==> src/rtl/stopwatch_pkg.sv <==
// Shared definitions for the stopwatch controller.
//   - FSM state codes (2-bit, legacy-compatible constants)
//   - BCD / segment constants
//   - seg7_decode: BCD digit -> active-low {g,f,e,d,c,b,a}
package stopwatch_pkg;

  localparam logic [1:0] ST_IDLE  = 2'd0;
  localparam logic [1:0] ST_RUN   = 2'd1;
  localparam logic [1:0] ST_PAUSE = 2'd2;

  localparam logic [3:0] BCD_MAX  = 4'd9;
  localparam logic [6:0] SEG_OFF  = 7'h7F;
  localparam logic [6:0] SEG_ZERO = 7'h40;

  // Active-low segments, bit order {g,f,e,d,c,b,a}; non-BCD codes blank the digit.
  function automatic logic [6:0] seg7_decode(input logic [3:0] bcd);
    logic [6:0] seg;
    case (bcd)
      4'd0:    seg = 7'h40;
      4'd1:    seg = 7'h79;
      4'd2:    seg = 7'h24;
      4'd3:    seg = 7'h30;
      4'd4:    seg = 7'h19;
      4'd5:    seg = 7'h12;
      4'd6:    seg = 7'h02;
      4'd7:    seg = 7'h78;
      4'd8:    seg = 7'h00;
      4'd9:    seg = 7'h10;
      default: seg = SEG_OFF;
    endcase
    return seg;
  endfunction

endpackage

==> src/rtl/stopwatch_ctrl_btn_debounce.sv <==
// Raw push-button conditioner.
//   clk, rst : system clock, async active-high reset
//   btn      : raw button level (asynchronous to clk)
//   press    : one-cycle pulse on each 0->1 change of the debounced level
// The debounced level only follows the synchronized input once the two have
// disagreed for DEB_CYC consecutive cycles; any agreement restarts the count.
module btn_debounce #(
  parameter logic [31:0] DEB_CYC = 32'd1_000_000
) (
  input  logic clk,
  input  logic rst,
  input  logic btn,
  output logic press
);

  localparam int CW = $clog2(DEB_CYC) + 1;
  localparam logic [CW-1:0] CNT_LAST = CW'(DEB_CYC - 32'd1);

  logic          s1, s2;
  logic          level;
  logic [CW-1:0] cnt;

  always_ff @(posedge clk or posedge rst) begin
    if (rst) begin
      s1    <= 1'b0;
      s2    <= 1'b0;
      level <= 1'b0;
      cnt   <= '0;
      press <= 1'b0;
    end else begin
      s1    <= btn;
      s2    <= s1;
      press <= 1'b0;
      if (s2 != level) begin
        if (cnt == CNT_LAST) begin
          level <= s2;
          cnt   <= '0;
          // Pulse lines up with the level's rising edge.
          press <= s2;
        end else begin
          cnt <= cnt + CW'(1);
        end
      end else begin
        cnt <= '0;
      end
    end
  end

endmodule

==> src/rtl/stopwatch_ctrl.sv <==
// Two-digit (00..99) stopwatch controller.
//   clk, rst            : system clock, async active-high reset
//   btn_ss/clr/lap      : raw start-stop / clear / lap buttons
//   tens, ones          : displayed BCD digits (live count or frozen lap value)
//   seg_tens, seg_ones  : registered active-low 7-segment patterns of tens/ones
//   running             : state is RUN
//   lap_active          : display frozen at the lap register
//   tick_o              : one-cycle pulse per count increment
//   wrap_o              : one-cycle pulse when the count rolls 99 -> 00
module stopwatch_ctrl
  import stopwatch_pkg::*;
#(
  parameter logic [31:0] TICK_DIV = 32'd50_000_000,
  parameter logic [31:0] DEB_CYC  = 32'd1_000_000
) (
  input  logic       clk,
  input  logic       rst,
  input  logic       btn_ss,
  input  logic       btn_clr,
  input  logic       btn_lap,
  output logic [3:0] tens,
  output logic [3:0] ones,
  output logic [6:0] seg_tens,
  output logic [6:0] seg_ones,
  output logic       running,
  output logic       lap_active,
  output logic       tick_o,
  output logic       wrap_o
);

  localparam int PW = $clog2(TICK_DIV);
  localparam logic [PW-1:0] PRE_LAST = PW'(TICK_DIV - 32'd1);

  // ---------------------------------------------------------------- buttons
  logic ev_ss, ev_clr, ev_lap;

  btn_debounce #(.DEB_CYC(DEB_CYC)) u_deb_ss  (.clk(clk), .rst(rst), .btn(btn_ss),  .press(ev_ss));
  btn_debounce #(.DEB_CYC(DEB_CYC)) u_deb_clr (.clk(clk), .rst(rst), .btn(btn_clr), .press(ev_clr));
  btn_debounce #(.DEB_CYC(DEB_CYC)) u_deb_lap (.clk(clk), .rst(rst), .btn(btn_lap), .press(ev_lap));

  // ---------------------------------------------------------------- FSM
  logic [1:0] state, state_nxt;
  logic       go_idle, lap_set, lap_clr;

  // Within each state only events that are meaningful there are considered,
  // so a lower-priority event still acts if every higher one is meaningless.
  always_comb begin
    state_nxt = state;
    go_idle   = 1'b0;
    lap_set   = 1'b0;
    lap_clr   = 1'b0;
    case (state)
      ST_IDLE: begin
        if (ev_ss) state_nxt = ST_RUN;
      end
      ST_RUN: begin
        if (ev_ss) begin
          state_nxt = ST_PAUSE;
        end else if (ev_lap) begin
          lap_set = ~lap_active;
          lap_clr = lap_active;
        end
      end
      ST_PAUSE: begin
        if (ev_clr) begin
          state_nxt = ST_IDLE;
          go_idle   = 1'b1;
        end else if (ev_ss) begin
          state_nxt = ST_RUN;
        end else if (ev_lap && lap_active) begin
          lap_clr = 1'b1;
        end
      end
      default: begin
        state_nxt = ST_IDLE;
        go_idle   = 1'b1;
      end
    endcase
  end

  always_ff @(posedge clk or posedge rst) begin
    if (rst) state <= ST_IDLE;
    else     state <= state_nxt;
  end

  assign running = (state == ST_RUN);

  // ---------------------------------------------------------------- prescaler
  // Frozen outside RUN so a resume continues the partial period.
  logic [PW-1:0] presc;

  assign tick_o = running && (presc == PRE_LAST);

  always_ff @(posedge clk or posedge rst) begin
    if (rst) begin
      presc <= '0;
    end else if (go_idle) begin
      presc <= '0;
    end else if (running) begin
      presc <= tick_o ? '0 : presc + PW'(1);
    end
  end

  // ---------------------------------------------------------------- BCD count
  logic [3:0] cnt_t, cnt_o;

  assign wrap_o = tick_o && (cnt_t == BCD_MAX) && (cnt_o == BCD_MAX);

  always_ff @(posedge clk or posedge rst) begin
    if (rst) begin
      cnt_t <= 4'd0;
      cnt_o <= 4'd0;
    end else if (go_idle) begin
      cnt_t <= 4'd0;
      cnt_o <= 4'd0;
    end else if (tick_o) begin
      if (cnt_o == BCD_MAX) begin
        cnt_o <= 4'd0;
        cnt_t <= (cnt_t == BCD_MAX) ? 4'd0 : cnt_t + 4'd1;
      end else begin
        cnt_o <= cnt_o + 4'd1;
      end
    end
  end

  // ---------------------------------------------------------------- lap
  // Latches the pre-increment count if a tick lands on the same edge.
  logic [3:0] lap_t, lap_o;

  always_ff @(posedge clk or posedge rst) begin
    if (rst) begin
      lap_active <= 1'b0;
      lap_t      <= 4'd0;
      lap_o      <= 4'd0;
    end else if (go_idle || lap_clr) begin
      lap_active <= 1'b0;
    end else if (lap_set) begin
      lap_active <= 1'b1;
      lap_t      <= cnt_t;
      lap_o      <= cnt_o;
    end
  end

  // ---------------------------------------------------------------- display
  assign tens = lap_active ? lap_t : cnt_t;
  assign ones = lap_active ? lap_o : cnt_o;

  always_ff @(posedge clk or posedge rst) begin
    if (rst) begin
      seg_tens <= SEG_ZERO;
      seg_ones <= SEG_ZERO;
    end else begin
      seg_tens <= seg7_decode(tens);
      seg_ones <= seg7_decode(ones);
    end
  end

endmodule

==> config.mk <==
export PLATFORM = sky130hd
export DESIGN_NAME = stopwatch_ctrl
export DESIGN_NICKNAME = d
export VERILOG_FILES = /design/src/rtl/stopwatch_pkg.sv /design/src/rtl/stopwatch_ctrl_btn_debounce.sv /design/src/rtl/stopwatch_ctrl.sv
export SDC_FILE = /design/constraint.sdc
export NUM_CORES = 1
export LEC_CHECK = 0
export ABC_CLOCK_PERIOD_IN_PS = 4300
export CAP_MARGIN = 10
export CORE_ASPECT_RATIO = 0.75
export CORE_MARGIN = 2
export CORE_UTILIZATION = 44
export CTS_CLUSTER_DIAMETER = 200
export CTS_CLUSTER_SIZE = 12
export DETAILED_ROUTE_END_ITERATION = 7
export DONT_BUFFER_PORTS = 1
export HOLD_SLACK_MARGIN = 0.05
export PLACE_DENSITY_LB_ADDON = 0.25
export SLEW_MARGIN = 30
export SYNTH_ARGS = -nofsm -noshare
export SYNTH_HDL_FRONTEND = slang
export SYNTH_SLANG_ARGS = --single-unit
==> constraint.sdc <==
create_clock -name clk -period 4.3 [get_ports clk]
set_input_delay 0.86 -clock clk [delete_from_list [all_inputs] [get_ports clk]]
set_output_delay 0.86 -clock clk [all_outputs]
set_load 0.02 [all_outputs]
==> results of run 1 <==
==> layer usage <==
metal	up-vias	part of all wire
met4	0	0.012
met1	2345	0.51
met5	-	0
li1	2351	-
met3	15	0.031
met2	59	0.45
==> final timing paths <==
kind | startpoint | end | slack, ns | cells after the start
worst max-delay path | state[1] | wrap_o | 0.91 | 6
worst min-delay path | u_deb_lap.s1 | u_deb_lap.s2 | 0.35 | 0
worst max register to register | lap_active | seg_tens[2] | 1.64 | 4
worst min register to register | u_deb_lap.s1 | u_deb_lap.s2 | 0.35 | 0
max in group asynchronous | rst | presc[16] | 3.02 | 2
min in group asynchronous | rst | u_deb_lap.s2 | 0.43 | 1
==> Yosys cell counts (all sizes together), types with 2 or more instances <==
library cell / number
or2: 4
nand4b: 3
nand4: 25
mux2i: 11
and4: 10
or3: 12
o21ai: 12
xnor2: 48
nand3: 30
and3: 14
and4b: 3
inv: 24
nand2b: 4
o211ai: 4
nand2: 43
a21oi: 29
nor3: 23
buf: 5
dfstp: 2
nor2b: 7
mux2: 9
o31ai: 2
nor2: 114
clkbuf: 11
a31oi: 2
ha: 23
or4: 4
xor2: 33
dfrtp: 132
and2: 4
nand3b: 2
nor4: 14
==> cell type report <==
cell class | count | area (um2) | share of cell area
Clock buffer | 20 | 457 | 0.0609
Clock inverter | 12 | 120 | 0.0160
Inverter | 25 | 97.6 | 0.0130
Multi-Input combinational cell | 501 | 3170 | 0.422
Sequential cell | 134 | 3360 | 0.448
Tap cell | 200 | 250 | 0.0334
Timing Repair Buffer | 5 | 50.0 | 0.00668
==> state kept, by name (all words and copies together), names as in the netlist, 2 cells and up <==
| name | count |
|---|---|
| seg_tens | 7 |
| presc | 26 |
| u_deb_clr.cnt | 21 |
| u_deb_ss.cnt | 21 |
| cnt_o | 4 |
| lap_t | 4 |
| seg_ones | 7 |
| lap_o | 4 |
| u_deb_lap.cnt | 21 |
| cnt_t | 4 |
| state | 2 |
==> kinds of logic after synthesis <==
family	synth area share
AND/OR/NAND/NOR	0.245
buffers and inverters	0.0242
XOR/XNOR	0.106
AO/OA/AOI/OAI	0.0476
multiplexers	0.0316
adder cells (fa/ha/maj)	0.0431
flip-flops	0.502
==> cell usage in the layout, fill, tap and decap left out, types with 4 or more instances in the layout <==
cell and instances:
sky130_fd_sc_hd__clkinvlp_4 5, sky130_fd_sc_hd__nand2_1 43, sky130_fd_sc_hd__and3_1 14, sky130_fd_sc_hd__ha_1 23
sky130_fd_sc_hd__nor3_1 23, sky130_fd_sc_hd__buf_4 4, sky130_fd_sc_hd__a21oi_1 29, sky130_fd_sc_hd__and2_1 4
sky130_fd_sc_hd__xnor2_1 48, sky130_fd_sc_hd__nor2b_1 7, sky130_fd_sc_hd__nand2b_1 4, sky130_fd_sc_hd__mux2i_1 11
sky130_fd_sc_hd__mux2_2 9, sky130_fd_sc_hd__o21ai_0 12, sky130_fd_sc_hd__nand4_1 23, sky130_fd_sc_hd__or3_1 12
sky130_fd_sc_hd__clkbuf_16 17, sky130_fd_sc_hd__inv_1 23, sky130_fd_sc_hd__or2_2 4, sky130_fd_sc_hd__xor2_1 33
sky130_fd_sc_hd__or4_1 4, sky130_fd_sc_hd__and4_1 10, sky130_fd_sc_hd__nor4_1 12, sky130_fd_sc_hd__dfrtp_1 132
sky130_fd_sc_hd__nor2_1 114, sky130_fd_sc_hd__o211ai_1 4, sky130_fd_sc_hd__nand3_1 30
==> where the power goes <==
| group | internal (mW) | switching [mW] |
|---|---|---|
| logic | 0.0115 | 0.0394 |
| clock network | 0.836 | 0.568 |
| registers | 1.27 | 0.00932 |
| total | 2.12 | 0.617 |
==> results.py, run 1 <==
metrics = {
    "status": {
        "run_status": "finished, final reports clean",
    },
    "floorplanning": {
        "total_core_area_mm2": 0.0146,
        "chipWidth_um": 146,
        "dieHeight_um": 111,
        "num_rows": 38,
        "io_pins": 31,
        "floorplan.initialDensity": 0.456,
        "fp.dieArea_mm2": 0.0162,
    },
    "cells_and_area": {
        "postLayoutCellArea_mm2": 0.00750,
        "drive_gt1_frac": 0.0818,
        "final_net_count": 712,
        "antennaDiodeCount": 0,
        "area_growth_pct": 12.2,
        "fin_cells": 897,
        "fill_cells": 1331,
        "post-route-util": 0.512,
    },
    "synth": {
        "synth-seq-cells": 134,
        "synth.yosys.seq_area_share": 0.502,
        "mappedNetlistArea_mm2": 0.00668,
        "synth.lib_cells_used.distinct": 49,
        "synth_enable_flop_cells": 0,
        "syn-instance-count": 676,
        "synthDominantAreaCellType": "sky130_fd_sc_hd__dfrtp_1",
        "ys_warn_count": 0,
        "yosys_most_used_dff": "sky130_fd_sc_hd__dfrtp_1",
        "synth.top_cells.by_area": "sky130_fd_sc_hd__dfrtp_1 (49%), sky130_fd_sc_hd__nor2_1 (6.4%), sky130_fd_sc_hd__xnor2_1 (6.3%)",
        "synthArstFlopShare": 1.00,
        "syn_area_per_cell_um2": 9.89,
        "synth_fp_nets": 704,
        "yosysTopAreaCellShare": 0.494,
    },
    "sta": {
        "timing.hold.ws_ns": 0.354,
        "worst-slew-pin-transition_ns": 0.879,
        "setup_tns_ns": 0,
        "max_freq_ghz": 0.295,
        "maxSlewHeadroom": 0.413,
        "timing.final.crit_period_ns": 3.39,
        "clock_skew_ns": 0.00885,
        "finalSetupViolCount": 0,
        "rsz_0062_raised_after_global_routing": "false",
        "final.setup.worst_slack_ns": 0.906,
        "hold_viol_final": 0,
        "number_of_slew_limit_violations_in_the_final_report": 0,
        "period_share": 0.789,
    },
    "place": {
        "numPortBuffers": 0,
        "placed_cells_incl_taps": 865,
        "postPlaceCellArea_mm2": 0.00692,
        "gp_congestion": 0.865,
        "dpl.hpwl_mm": 8.56,
        "detailedPlace.worstSlack_ns": 1.32,
    },
    "power_and_ir_drop": {
        "totalPowerFinal_mw": 2.73,
        "power.ir.vdd_worst_mv": 0.308,
        "power-per-cell-area_mw_per_mm2": 365,
        "leak_nw": 3.35,
    },
    "cts": {
        "cts_tree": "yes",
        "numCtsBuffers": 17,
        "cts_root_buffer": "sky130_fd_sc_hd__clkbuf_16",
        "post-cts-setup-buffer-count": 0,
        "h_tree_level_count": 4,
        "worst_setup_hold_path_clk_slew_ns": 0.06,
        "ctsHoldBuffers": 0,
        "cts.sink_count": 134,
        "postCtsResizedCells": 0,
        "cts-root-to-sink-buffers": 2,
        "clk_latency_ns": 0.41,
    },
    "critical_path": {
        "worstPathMaxFanout": 7,
        "critical_path_buf_inv_count": 1,
        "arrival_ns": 2.53,
        "critical_path.startpoint_type": "flop",
        "crit_family": "simple AND/OR/NAND/NOR gates",
        "timing.critical_path.slowest_cell_delay_ns": 0.69,
        "endpoint_kind": "output pin",
        "timing_worst_setup_path_type": "reg2out",
        "crit_required_ns": 3.44,
        "critical_path.slowest_cell": "sky130_fd_sc_hd__or4b_1",
        "crit_path_cell_trace": "inv_1 -> ha_1 -> and3_1 -> nand4_2 -> or4b_1 -> nor2_1",
    },
    "route": {
        "drt-total-wl_mm": 12.5,
        "route.vias.total": 4770,
        "firstDrtPassIters": 6,
        "post-route-drc-count": 0,
        "drt-vias-per-instance": 5.32,
        "antenna_left": 0,
        "wire_per_inst_um": 14.0,
        "drt_iter0_drc": 270,
    },
    "global_route": {
        "via_count_of_the_first_global_routing_pass": 4750,
        "grt_first_pass_wirelength_mm": 22.4,
        "use_met2": 0.254,
        "global_route.usage.met3": 0.0407,
        "grt_most_used_layer": "met2",
        "largest_net_degree_at_the_start_of_global_routing": 72,
        "gr-usage-met1": 0.233,
        "gr-usage-all-layers": 0.167,
        "number_of_antenna_violations_at_the_first_check_in_global_routing": 0,
        "grt.overflow.total": 0,
    },
    "min_path": {
        "timing.hold.worst.class": "reg2reg",
    },
    "job": {
        "cap_viol_max_count": 0,
    },
}
No activity file was read; power rests on OpenSTA's default activity.
==> inputs of run 2 (changes only) <==
--- a/config.mk
+++ b/config.mk
@@ -5,7 +5,7 @@
 export SDC_FILE = /design/constraint.sdc
 export NUM_CORES = 1
 export LEC_CHECK = 0
-export ABC_CLOCK_PERIOD_IN_PS = 4300
+export ABC_CLOCK_PERIOD_IN_PS = 2700
 export CAP_MARGIN = 10
 export CORE_ASPECT_RATIO = 0.75
 export CORE_MARGIN = 2
==> constraint.sdc (replaced) <==
create_clock -name clk -period 2.7 [get_ports clk]
set_input_delay 0.54 -clock clk [delete_from_list [all_inputs] [get_ports clk]]
set_output_delay 0.54 -clock clk [all_outputs]
set_load 0.02 [all_outputs]
==> run 2 against run 1 <==
Setup slack worse by 0.90 ns; largest power group unchanged; global-route usage is 0.45 points higher; clock power is 62% higher.
==> results.py, run 2 (synthesis gave the netlist of run 1 again) <==
metrics = {
    "cells_and_area": {
        "antennaDiodeCount": 0,
        "final-seq-area_mm2": 0.00336,
        "multiInputGateArea_mm2": 0.00322,
        "drive_gt1_frac": 0.124,
        "final_net_count": 732,
        "fin_cells": 916,
        "postLayoutCellArea_mm2": 0.00771,
        "largest-register": "presc",
        "post-route-util": 0.527,
        "largest_register_ffs": 26,
        "fill_cells": 1302,
        "area_growth_pct": 15.4,
        "layout_common_cells": "sky130_fd_sc_hd__dfrtp_1 (127), sky130_fd_sc_hd__nor2_1 (112), sky130_fd_sc_hd__xnor2_1 (48), sky130_fd_sc_hd__nand2_1 (43), sky130_fd_sc_hd__xor2_1 (33)",
        "mostFrequentLayoutCell": "sky130_fd_sc_hd__dfrtp_1",
    },
    "cts": {
        "cts-root-to-sink-buffers": 2,
        "worst_setup_hold_path_clk_slew_ns": 0.06,
        "numCtsBuffers": 17,
        "h_tree_level_count": 4,
        "cts.sink_count": 134,
        "ctsHoldBuffers": 0,
        "cts_tree": "yes",
        "cts_root_buffer": "sky130_fd_sc_hd__clkbuf_16",
        "clk_latency_ns": 0.42,
    },
    "critical_path": {
        "critical_path.slowest_cell": "sky130_fd_sc_hd__or4b_4",
        "crit_path_cell_trace": "nor4_4 -> nand4_2 -> or4b_4 -> nor2_4 -> buf_6",
        "endpoint_kind": "output pin",
        "timing.critical_path.slowest_cell_delay_ns": 0.58,
        "critical_path_buf_inv_count": 1,
        "worstPathMaxFanout": 5,
        "timing_worst_setup_path_type": "reg2out",
        "arrival_ns": 2.15,
        "crit_required_ns": 2.16,
        "critical_path.startpoint_type": "flop",
        "crit_family": "simple AND/OR/NAND/NOR gates",
    },
    "route": {
        "post-route-drc-count": 0,
        "route.vias.total": 4840,
        "drt-vias-per-instance": 5.28,
        "firstDrtPassIters": 6,
        "antenna_left": 0,
        "drt_iter0_drc": 317,
        "wire_per_inst_um": 14.3,
        "drt-total-wl_mm": 13.1,
    },
    "power_and_ir_drop": {
        "switching_power_total_mw": 0.949,
        "power.ir.vdd_worst_mv": 0.403,
        "power.combinational.fraction": 0.019,
        "power_frac_seq": 0.464,
        "power-per-cell-area_mw_per_mm2": 569,
        "internal-power_mw": 3.44,
        "p_clk_frac": 0.517,
        "totalPowerFinal_mw": 4.39,
        "leak_nw": 3.42,
        "power.share.switching": 0.216,
    },
    "sta": {
        "timing.final.crit_period_ns": 2.69,
        "rsz_0062_raised_after_global_routing": "true",
        "maxSlewHeadroom": 0.547,
        "max_freq_ghz": 0.372,
        "worst-slew-pin-transition_ns": 0.680,
        "clock_skew_ns": 0.00760,
        "finalSetupViolCount": 0,
        "timing.hold.ws_ns": 0.0603,
        "setup_tns_ns": 0,
        "final.setup.worst_slack_ns": 0.00985,
        "number_of_slew_limit_violations_in_the_final_report": 0,
        "hold_viol_final": 0,
        "period_share": 0.996,
    },
    "global_route": {
        "grt.overflow.total": 0,
        "global_route.usage.met3": 0.0387,
        "number_of_antenna_violations_at_the_first_check_in_global_routing": 0,
        "gr-usage-met1": 0.244,
        "grt_first_pass_wirelength_mm": 22.9,
        "largest_net_degree_at_the_start_of_global_routing": 70,
        "grt_most_used_layer": "met2",
        "gr-usage-all-layers": 0.171,
        "via_count_of_the_first_global_routing_pass": 4846,
        "use_met2": 0.257,
    },
    "status": {
        "run_status": "finished, final reports clean",
    },
    "floorplanning": {
        "total_core_area_mm2": 0.0146,
        "num_rows": 38,
        "chipWidth_um": 146,
        "io_pins": 31,
        "dieHeight_um": 111,
        "floorplan.initialDensity": 0.456,
        "fp.dieArea_mm2": 0.0162,
    },
    "place": {
        "postPlaceCellArea_mm2": 0.00701,
        "dpl.hpwl_mm": 8.67,
        "detailedPlace.worstSlack_ns": 0.296,
        "gp_congestion": 0.804,
        "placed_cells_incl_taps": 877,
        "numPortBuffers": 0,
    },
    "min_path": {
        "timing.hold.worst.class": "in2async",
    },
    "job": {
        "cap_viol_max_count": 0,
    },
}
==> run 2: changes by cell type in the layout (fill, tap and decap cells not counted), sizes merged <==
cell,previous run,this run
buf,5,25
inv,27,24
clkinvlp,5,7
bufinv,1,2
clkbuf,20,19
==> run 2: area by class of cell <==
type | instances | share of cell area
sequential | 134 | 0.436
multi-input combinational | 501 | 0.417
clock buffer | 19 | 0.0587
tap | 200 | 0.0325
timing repair buffer | 25 | 0.0264
clock inverter | 12 | 0.0167
inverter | 25 | 0.0127
==> run 2: worst paths after layout <==
check | from | endpoint | slack (ns) | depth (start not counted)
worst min register to register | u_deb_lap.s1 | u_deb_lap.s2 | 0.35 | 0
min in group clk | btn_lap | u_deb_lap.s1 | 0.16 | 0
max in group asynchronous | rst | u_deb_ss.cnt[11] | 1.76 | 2
worst max-delay path | presc[11] | wrap_o | 0.01 | 5
worst max register to register | presc[11] | cnt_t[2] | 0.23 | 7
worst min-delay path | rst | u_deb_lap.s1 | 0.06 | 1
==> run 2: what timing repair did <==
item	CTS	global route
setup buffers	1	7
endpoints found under the setup margin	1	2
pin swaps	1	4
resized for setup	6	11
==> run 2: power groups by stage <==
stage / combinational (mW) / clock, mW / sequential (mW)
floorplan: 0.0640 / 0 / 2.07
global placement: 0.0841 / 0 / 2.07
detailed placement: 0.0864 / 0 / 2.07
CTS: 0.0867 / 2.31 / 2.04
global route: 0.0971 / 2.41 / 2.04
finish: 0.0821 / 2.27 / 2.04
==> run 2: layer usage <==
metal  routed length, um  vias up
li1                    -     2382
met1                6470     2360
met2                5990       80
met3                 443       18
met4                 159        0
met5                   0        -
==> variant 1: new RTL, settings of run 2 <==
Reset style: synchronous (`rst`), changed in 6 clocked blocks. Comments in the files are not updated.
--- a/src/rtl/stopwatch_ctrl_btn_debounce.sv
+++ b/src/rtl/stopwatch_ctrl_btn_debounce.sv
@@ -22,3 +22,3 @@
 
-  always_ff @(posedge clk or posedge rst) begin
+  always_ff @(posedge clk) begin
     if (rst) begin
--- a/src/rtl/stopwatch_ctrl.sv
+++ b/src/rtl/stopwatch_ctrl.sv
@@ -80,3 +80,3 @@
 
-  always_ff @(posedge clk or posedge rst) begin
+  always_ff @(posedge clk) begin
     if (rst) state <= ST_IDLE;
@@ -93,3 +93,3 @@
 
-  always_ff @(posedge clk or posedge rst) begin
+  always_ff @(posedge clk) begin
     if (rst) begin
@@ -108,3 +108,3 @@
 
-  always_ff @(posedge clk or posedge rst) begin
+  always_ff @(posedge clk) begin
     if (rst) begin
@@ -129,3 +129,3 @@
 
-  always_ff @(posedge clk or posedge rst) begin
+  always_ff @(posedge clk) begin
     if (rst) begin
@@ -147,3 +147,3 @@
 
-  always_ff @(posedge clk or posedge rst) begin
+  always_ff @(posedge clk) begin
     if (rst) begin
Behaviour: same outputs for any inputs over 10 cycles, from zero or initial values and one cycle with rst high; that may be too few to reach the edited logic, so the function may still have changed.
==> variant 1 against run 2 <==
- count of clock-buffer cells in the layout increased by 3
- cell area decreased by 12%
- synthesized cell count decreased by 1.3%
- wire length decreased by 13%
- global-route usage about the same
- maximum frequency increased by 3.3%
- worst setup slack improved by 0.087 ns
- worst hold slack improved by 0.15 ns
- area after synthesis decreased by 12%
- register-to-register slack improved by 0.28 ns
- sequential cell count unchanged
Power is not compared: it rests on default switching activity, and its combinational part moved more than twofold at a synthesized area within 25%.
==> variant 1: results (changes against run 2) <==
- Top_reg_cell synth: dfxtp_1
- Seq/Total Area, Yosys: 45.5% (-4.7 points)
- Tightest Pin Transition: 0.765 ns (+0.0854 ns)
- R2R Setup Slk: 0.51 ns (+0.28 ns)
- Seq/total area: 39.7% (-3.9 points)
- Signal buffers: 16 (-36%)
- Layout net count: 706 (-3.6%)
- Total track usage: 17.1% (about the same)
- Placed wire-length estimate: 7.81 mm (-9.9%)
- Post-synth net total: 690 (-2.0%)
- Slowest-stage cell, CP: or4_4
- Post-place setup slack: 0.174 ns (-0.122 ns)
- Post-DR vias/cell: 5.16 (-2.4%)
- First-pass GRT wire length: 19.8 mm (-14%)
- Multi-Input Combinational: 493 (-1.6%)
- CP Max Fanout: 6 (+1)
- Post-synthesis mux area share: 3.23% (+0.064 points)
- Number of sequential cells: 134 (unchanged)
- WP data arrival: 2.06 ns (-0.09 ns)
- Compound-Gate Fraction of Synth Area: 4.91% (+0.15 points)
- Multi-input combinational area share: 45.7% (+4.0 points)
- Final setup margin: 0.0965 ns (+0.0867 ns)
- End of the worst register-to-register path: seg_ones[3]
- Worst reg2reg path depth: 6 (-1)
- Fillers: 1,193 (-8.4%)
- Synth Area in Adders: 3.82% (-0.48 points)
- Mean post-synth cell area: 8.83 sq um (-11%)
- Routed vias: 4,466 (-7.7%)
- Crit path from: cnt_o[3]
- Placed cell count: 833 (-5.0%)
- Status: finished clean
- Yosys cell types: 46 (-6.1%)
- Clock buffer count: 22 (+3)
- Vias in the first global route: 4,343 (-10%)
- GP Congestion: 0.848 (+5.4%)
- Post-DP Area: 0.00615 sq mm (-12%)
- Post-Synth XOR/XNOR Area: 12.8% (+2.2 points)
- Iteration-0 DRC Markers: 185 (-42%)
- Hold_ws: 0.207 ns (+0.146 ns)
- Post-synthesis async set-or-reset flop share: 0% (-100 points)
- Yosys top cell area share: 45.5% (-3.9 points)
- Post-DR wirelength/cell: 13.1 microns (-7.9%)
- Pre-Repair DR Iteration Count: 4 (-2)
- Fraction of layout cells with a size suffix above 1: 9.21% (-3.2 points)
- Worst flop-to-flop path startpoint: lap_active
- Area Growth Syn to Fin: 15.1%
- Max Clock Skew: 0.00876 ns (+0.00116 ns)
- Nonclk inv count: 21 (-16%)
- Hold Crit Class: primary input to register
==> variant 1: cell count changes in the layout (fill, tap and decap cells not counted), sizes merged, moves of 14 or more <==
cell,run 2,this run
xor2,33,47
dfrtp,132,0
dfxtp,0,134
nor2,114,129
==> variant 1: routing by layer <==
metal	GRT usage [%]	wire length (microns)	up-vias
li1	-	-	2312
met1	22.6	5690	2074
met3	6.19	512	15
met4	6.41	112	0
met2	25.6	5060	65
met5	0	0	-
==> variant 1: what timing repair did <==
| action | in CTS | in global routing |
|---|---|---|
| setup endpoints to repair | 1 | 2 |
| setup buffers | 2 | 0 |
| pin swaps | 4 | 2 |
| resized for setup | 3 | 11 |
==> variant 1: logic make-up (layout without fill, tap and decap cells) <==
group | after synthesis | count (layout)
AND/OR/NAND/NOR | 322 | 322
multiplexers | 19 | 19
XOR/XNOR | 86 | 86
AO/OA/AOI/OAI | 48 | 48
flip-flops | 134 | 134
buffers and inverters | 40 | 68
adder cells (fa/ha/maj) | 18 | 18
==> variant 2: new RTL, flow settings as in run 2 <==
Made on the original files. `DEB_CYC` is set to 32'd1_000_000 in 2 places; all go to 32'd500000.
--- a/src/rtl/stopwatch_ctrl_btn_debounce.sv
+++ b/src/rtl/stopwatch_ctrl_btn_debounce.sv
@@ -7,3 +7,3 @@
 module btn_debounce #(
-  parameter logic [31:0] DEB_CYC = 32'd1_000_000
+  parameter logic [31:0] DEB_CYC = 32'd500000
 ) (
--- a/src/rtl/stopwatch_ctrl.sv
+++ b/src/rtl/stopwatch_ctrl.sv
@@ -13,3 +13,3 @@
   parameter logic [31:0] TICK_DIV = 32'd50_000_000,
-  parameter logic [31:0] DEB_CYC  = 32'd1_000_000
+  parameter logic [31:0] DEB_CYC  = 32'd500000
 ) (
Behaviour: no difference found for any inputs over 10 cycles, from zero or initial values and one cycle with rst high; that may be too few to reach the edited logic, so the function may still have changed.
==> variant 2 against run 2 <==
- sequential cell count down 3
- power down 0.40%
- critical path depth down 3
- cell area up 1.6%
- wire length up 12%
- clock skew up 0.0067 ns
- worst setup slack better by 0.12 ns
- area after synthesis up 3.4%
- largest power group unchanged
==> variant 2: results (changes against run 2) <==
- Status: finished clean
- Fraction of layout cells with a size suffix above 1: 11.5% (-0.88 points)
- Ant diodes: 0 (unchanged)
- Placed wire-length estimate: 10.1 mm (+17%)
- Post-Synth XOR/XNOR Area: 5.95% (-4.7 points)
- Number of buffers created by CTS: 17 (unchanged)
- Peak VDD IR: 0.347 mV (-14%)
- Reg clk slew, reported paths: 0.06 ns (about the same)
- Yosys cell types: 59 (+20%)
- Mean post-synth cell area: 10.1 sq um (+1.9%)
- EDFF count, synth: 0 (unchanged)
- Synth Area in Adders: 4.16% (-0.14 points)
- Max reg flops: 26 (unchanged)
- Placed cell count: 882 (+0.57%)
- Vias in the first global route: 5,289 (+9.1%)
- CP Max Fanout: 11 (+6)
- Layout net count: 725 (-0.96%)
- Compound-Gate Fraction of Synth Area: 11.4% (+6.7 points)
- Std-Cell Rows: 39 (+2.6%)
- Synth top cells by count: dfrtp_1, nor2_1, a21oi_1
- Pre-Repair DR Iteration Count: 4 (-2)
- WP data arrival: 2.03 ns (-0.12 ns)
- GP Congestion: 0.850 (+5.8%)
- Post-synthesis mux area share: 4.34% (+1.2 points)
- Routed WL: 14.6 mm (+12%)
- Iteration-0 DRC Markers: 281 (-11%)
- Max Clock Skew: 0.0143 ns (+0.00673 ns)
- Leakage power: 0.00328 uW (-4.2%)
- Synthesis Warnings: 0 (unchanged)
- Finished Layout Cells: 915 (-0.11%)
- Post-DR vias/cell: 5.79 (+9.5%)
- Total track usage: 19.0% (+1.9 points)
- Tightest Pin Transition: 0.742 ns (+0.0619 ns)
- First-pass GRT wire length: 25.7 mm (+12%)
- Seq/Total Area, Yosys: 47.5% (-2.8 points)
- Initial antenna violation count: 0 (unchanged)
- Pin count of the biggest net entering global routing: 41 (-41%)
- Post-synth net total: 714 (+1.4%)
- Ranking of synthesized cells by area: dfrtp_1, ha_1, xnor2_1, nor2_1, or4_1
[variant 2: timing repair]
action / CTS / global route
hold buffers: 0 / 0
setup buffers: 1 / 0
setup endpoints to repair: 2 / 2
endpoints found under the hold margin: 0 / 0
resized for setup: 5 / 1
pin swaps: 1 / 2
[variant 2: routing by layer]
layer	vias up	track usage, %	part of all wire, %
met5	-	0	0
li1	2582	-	-
met3	8	5.04	4.2
met2	94	28.1	45
met4	0	5.78	0.85
met1	2612	27.5	50
[variant 2: critical path, stage by stage, from the launching register on]
cell and delay, ns:
dfrtp_1 0.80, mux2i_1 0.52, inv_1 0.28
[variant 2: logic make-up after synthesis]
group | after synthesis
AND/OR/NAND/NOR | 285
flip-flops | 131
AO/OA/AOI/OAI | 119
buffers and inverters | 53
XOR/XNOR | 47
multiplexers | 28
adder cells (fa/ha/maj) | 23
[variant 2: final timing paths]
path / startpoint / endpoint / slack, ns / cells past startpoint
min: rst / u_deb_clr.cnt[13] / 0.11 / 1
max in group asynchronous: rst / u_deb_clr.cnt[17] / 1.81 / 2
max reg2reg: state[0] / presc[22] / 0.37 / 6
min reg2reg: u_deb_ss.s1 / u_deb_ss.s2 / 0.35 / 0
max: lap_active / tens[3] / 0.13 / 2
min in group clk: btn_ss / u_deb_ss.s1 / 0.14 / 0
[variant 2: final cells by class]
type	count	area [sq um]
Clock buffer	20	457
Clock inverter	12	131
Fill cell	1332	7440
Inverter	26	101
Multi-Input combinational cell	502	3440
Sequential cell	131	3280
Tap cell	205	256
Timing Repair Buffer	19	168
[variant 2: per-stage QoR]
stage	instance area (sq um)	utilization, %	worst slack (ns)	hold WS, ns
finish	7830	51.3	0.133	0.115
global route	7830	51.3	0.0188	0.115
global placement	7210	47.2	0.290	0.331
CTS	7830	51.3	0.0321	0.123
floorplan	6920	-	0.457	0.331
detailed placement	7210	47.2	0.302	0.335
[variant 2: power by group]
part	internal, uW	switching [uW]
Sequential	1980	16.4
Clock	1410	882
Combinational	24.6	63.0
